[config.mk]
export PLATFORM = sky130hd
export DESIGN_NAME = seq_mul16
export DESIGN_NICKNAME = d
export VERILOG_FILES = /design/src/rtl/seq_mul16.sv
export SDC_FILE = /design/constraint.sdc
export NUM_CORES = 1
export LEC_CHECK = 0
export ABC_AREA = 1
export BUFFER_PORTS_ARGS = -buffer_cell sky130_fd_sc_hd__buf_2
export CAP_MARGIN = 10
export CORE_ASPECT_RATIO = 1.5
export CORE_MARGIN = 1.5
export CORE_UTILIZATION = 46
export DETAILED_ROUTE_END_ITERATION = 10
export PLACE_DENSITY_LB_ADDON = 0.2
export SYNTH_ARGS = -nofsm -noshare
export SYNTH_HDL_FRONTEND = slang
export SYNTH_SLANG_ARGS = --single-unit
[constraint.sdc]
create_clock -name clk -period 3.6 [get_ports clk]
set_clock_uncertainty 0.1 [all_clocks]
set_input_delay 0.72 -clock clk [delete_from_list [all_inputs] [get_ports clk]]
set_output_delay 0.72 -clock clk [all_outputs]
set_load 0.01 [all_outputs]
[src/rtl/seq_mul16.sv]
// seq_mul16: sequential unsigned 16x16->32 shift-and-add multiplier built on the uat adder
module seq_mul16 #(
  parameter int WIDTH = 16,
  parameter int CNT_W = 4
) (
  input  logic               clk,
  input  logic               rst,
  input  logic               start,
  input  logic [WIDTH-1:0]   a,
  input  logic [WIDTH-1:0]   b,
  output logic               busy,
  output logic               done,
  output logic [2*WIDTH-1:0] product
);
  typedef enum logic [1:0] {IDLE, BUSY, DONE} state_t;
  state_t state;
  logic [WIDTH-1:0] m, hi, lo, res;
  logic [CNT_W-1:0] cnt;
  logic cout;
  logic [WIDTH:0] sum17;
  uat u_uat (.a(hi), .b(lo[0] ? m : '0), .cin(1'b0), .res(res), .cout(cout));
  assign sum17 = {cout, res};
  always_ff @(posedge clk or posedge rst)
    if (rst) begin
      state   <= IDLE;
      busy    <= 1'b0;
      done    <= 1'b0;
      product <= '0;
      cnt     <= '0;
      m       <= '0;
      hi      <= '0;
      lo      <= '0;
    end else begin
      case (state)
        BUSY: begin
          hi  <= sum17[WIDTH:1];
          lo  <= {sum17[0], lo[WIDTH-1:1]};
          cnt <= cnt + 1'b1;
          if (cnt == CNT_W'(WIDTH - 1)) begin
            state   <= DONE;
            busy    <= 1'b0;
            done    <= 1'b1;
            product <= {sum17[WIDTH:1], sum17[0], lo[WIDTH-1:1]};
          end
        end
        default: begin
          done <= 1'b0;
          if (start) begin
            m     <= a;
            hi    <= '0;
            lo    <= b;
            cnt   <= '0;
            busy  <= 1'b1;
            state <= BUSY;
          end else begin
            state <= IDLE;
          end
        end
      endcase
    end
endmodule

// uat: 16-bit parallel-prefix carry-lookahead adder
module uat (
  input  logic [15:0] a,
  input  logic [15:0] b,
  input  logic        cin,
  output logic [15:0] res,
  output logic        cout
);
  logic [4:0][15:0] gk, pk;
  logic [16:0] c;
  assign gk[0] = a & b;
  assign pk[0] = a ^ b;
  // each level doubles the span of the group generate/propagate terms
  for (genvar l = 0; l < 4; l++) begin : g_lvl
    for (genvar i = 0; i < 16; i++) begin : g_bit
      if (i >= (1 << l)) begin : g_comb
        assign gk[l+1][i] = gk[l][i] | (pk[l][i] & gk[l][i-(1<<l)]);
        assign pk[l+1][i] = pk[l][i] & pk[l][i-(1<<l)];
      end else begin : g_pass
        assign gk[l+1][i] = gk[l][i];
        assign pk[l+1][i] = pk[l][i];
      end
    end
  end
  assign c    = {gk[4] | (pk[4] & {16{cin}}), cin};
  assign res  = pk[0] ^ c[15:0];
  assign cout = c[16];
endmodule

==> qor.yml <==
clock_network:
  cts_tree: "done"
  cts_buffer_depth: 2
  clk_pin_slew_ns: 0.07
  post_cts_resized: 0
  clkLatencyLatePin_ns: 0.34
  post-cts-setup-buffers: 0
  cts_made_buffers: 9
  cts.sinks: 87
  cts_max_level: 3
  cts-root-buf: "clkbuf_16"
  cts-hold-fix-buffers: 0
logic_synthesis:
  synth_cell_types: 31
  yosysWarnings: 0
  syn_inst: 582
  syn_nets: 635
  synth_seq_area_share: 0.4864
  synthesis.area_um2: 4476
  synth.avg_cell_area_um2: 7.690
  synth_seq_cells: 87
power:
  total_power_w: 0.004912
  power_frac_seq: 0.360
  clockPowerShare: 0.209
  p_int_w: 0.002852
  p_per_area_nw_per_um2: 940.7
  switchingPower_w: 0.002060
  peakVddDrop_v: 0.0005060
  combinationalPowerShare: 0.431
  p_sw_frac: 0.4193
  p_leak_nw: 2.997
cells_and_area:
  fillers: 907
  area_growth_pct: 16.66
  drive_gt1_frac: 0.1593
  nNetsFinal: 701
  antennaDiodeCount: 0
die:
  dieArea_um2: 10340
  rows: 43
  ios: 69
  die_width_um: 83.54
  core_um2: 9361
  die-height_um: 123.8
  start_util: 0.4781
route:
  num_vias: 3871
  dr.pass1.iters: 4
  routedWlPerCell_um: 14.14
  viasPerCell: 5.060
  drtIter0Drc: 187
  drc: 0
  drt-total-wl_mm: 10.81
  final_antenna_net_count: 0
timing:
  setup_tns_ns: 0
  finalMaxSlewViolations: 0
  setup_violations: 0
  hold_viol_final: 0
  tightest_slew_ns: 0.5334
  rsz0062_at_grt: "no"
  post-route-period-util: 0.6370
  max_freq_mhz: 436.1
  maxSlewHeadroom: 0.6439
  min_period_ns: 2.293
setup_path:
  r2r_cells: 11
  slowest_stage: "dfrtp_1"
  criticalPathCategory: "reg2reg"
  end_kind: "flop"
  cp_data_required_time_ns: 3.73
  worstPathMaxFanout: 17
  critical_path.startpoint_type: "flop"
  critPathMaxStageDelay_ns: 0.54
  cpMostUsedCell: "nand2_1"
  crit_arrival_ns: 2.43
  crit_chain: "nand2_1 > inv_1 > ha_1 > fa_1 > nand2_1 > nand2_1 > nand3b_1 > nand2_1 > or2_1 > nand3_1 > nand2_1"
place:
  routabilityCongestion: 0.8869
  io_buffers: 68
  dp_hpwl_mm: 7.939
run:
  maxCapViolCount: 0
hold_path:
  hold_class: "in2async"
grt:
  antenna_found_initial: 0
  first_global_vias: 3844
  grt_overflow: 0
  grtUsageTotal: 0.2248
  grt_pass1_wl_mm: 18.24
  grt_max_degree: 46
status:
  status: "complete, no violations"
-- cell usage after synthesis, drive strengths merged --
library cell	instances	area share
nand2	279	0.24
dfrtp	87	0.49
inv	75	0.063
nand3	31	0.037
o21ai	20	0.022
ha	17	0.048
buf	14	0.018
nor2	13	0.013
a21oi	11	0.012
o211ai	10	0.017
nor3	5	0.0078
clkbuf	3	0.0025
nand3b	3	0.0050
xnor2	3	0.0059
xor2	3	0.0075
o221ai	2	0.0039
or2	2	0.0028
and2	1	0.0020
fa	1	0.0045
nand4	1	0.0014
o32ai	1	0.0020
-- metal layers --
layer	track usage	vias to the layer above	part of all wire
met5	0	-	0
met4	0.1168	0	0.042
met3	0.04042	28	0.031
met2	0.3974	82	0.51
met1	0.2632	1832	0.41
li1	-	1929	-
-- placed cells by master (no fill, tap or decap), types with 3 or more instances in the layout --
| cell type | Yosys | final |
|---|---|---|
| ha_1 | 17 | 17 |
| nor2_1 | 12 | 12 |
| buf_2 | 9 | 68 |
| nor3_1 | 3 | 3 |
| dfrtp_1 | 87 | 87 |
| buf_4 | 5 | 4 |
| nand3_1 | 30 | 30 |
| o211ai_1 | 10 | 10 |
| inv_2 | 4 | 4 |
| inv_1 | 70 | 69 |
| xnor2_1 | 3 | 3 |
| a21oi_1 | 11 | 11 |
| nand3b_1 | 3 | 3 |
| o21ai_0 | 18 | 18 |
| nand2_2 | 3 | 3 |
| clkbuf_16 | 0 | 9 |
| nand2_1 | 275 | 275 |
-- final cells by class --
class / instances / area, um2 / share of cell area
Sequential cell: 87 / 2177 / 0.4170
Multi-Input combinational cell: 403 / 1921 / 0.3678
Timing Repair Buffer: 72 / 370.4 / 0.07093
Inverter: 75 / 285.3 / 0.05464
Clock buffer: 9 / 225.2 / 0.04313
Tap cell: 112 / 140.1 / 0.02684
Clock inverter: 7 / 102.6 / 0.01965
-- cells by family after synthesis --
logic type,synth area share
compound gates,0.05731
xor+xnor,0.01342
fa+ha+maj,0.05200
buf+inv,0.08443
flops,0.4864
simple gates,0.3064
-- worst max-delay path, delay by kind of cell, from the launching register on --
kind          cells  cell delay (ns)
fa+ha+maj         2             0.62
flops             1             0.54
buf+inv           1             0.05
simple gates      8             0.87
-- power by group through the flow --
stage | registers [W] | clock network [W] | logic [W]
floorplan | 0.00178 | 0 | 0.00148
global placement | 0.00177 | 0 | 0.00208
detailed placement | 0.00178 | 0 | 0.00214
CTS | 0.00177 | 0.00105 | 0.00215
global route | 0.00182 | 0.00108 | 0.00244
finish | 0.00177 | 0.00102 | 0.00212
-- final timing paths --
path	endpoint	slack [ns]	from
worst max-delay path	product[21]	1.31	lo[0]
worst min-delay path	product[8]	0.28	rst
worst max register to register	product[21]	1.31	lo[0]
worst min register to register	m[6]	0.38	m[6]
max in group asynchronous	cnt[1]	2.35	rst
min in group clk	m[6]	0.38	m[6]
-- registers in the layout, indices dropped and copies added, names as in the netlist --
| name | cells |
|---|---|
| busy | 1 |
| cnt | 4 |
| done | 1 |
| hi | 16 |
| lo | 16 |
| m | 16 |
| product | 32 |
| state | 1 |
-- stage by stage --
stage	worst slack (ns)	cell area, um2	util	hold slack [ns]	instances
after floorplan	0.5298	4476	-	0.3417	582
after global placement	1.351	4893	0.5227	0.3592	749
after global routing	1.068	5221	0.5577	0.3300	765
after CTS	1.293	5221	0.5577	0.2958	765
final	1.307	5221	0.5577	0.2824	765
after detailed placement	1.299	4893	0.5227	0.3610	749
(Power assumes the default switching activity.)
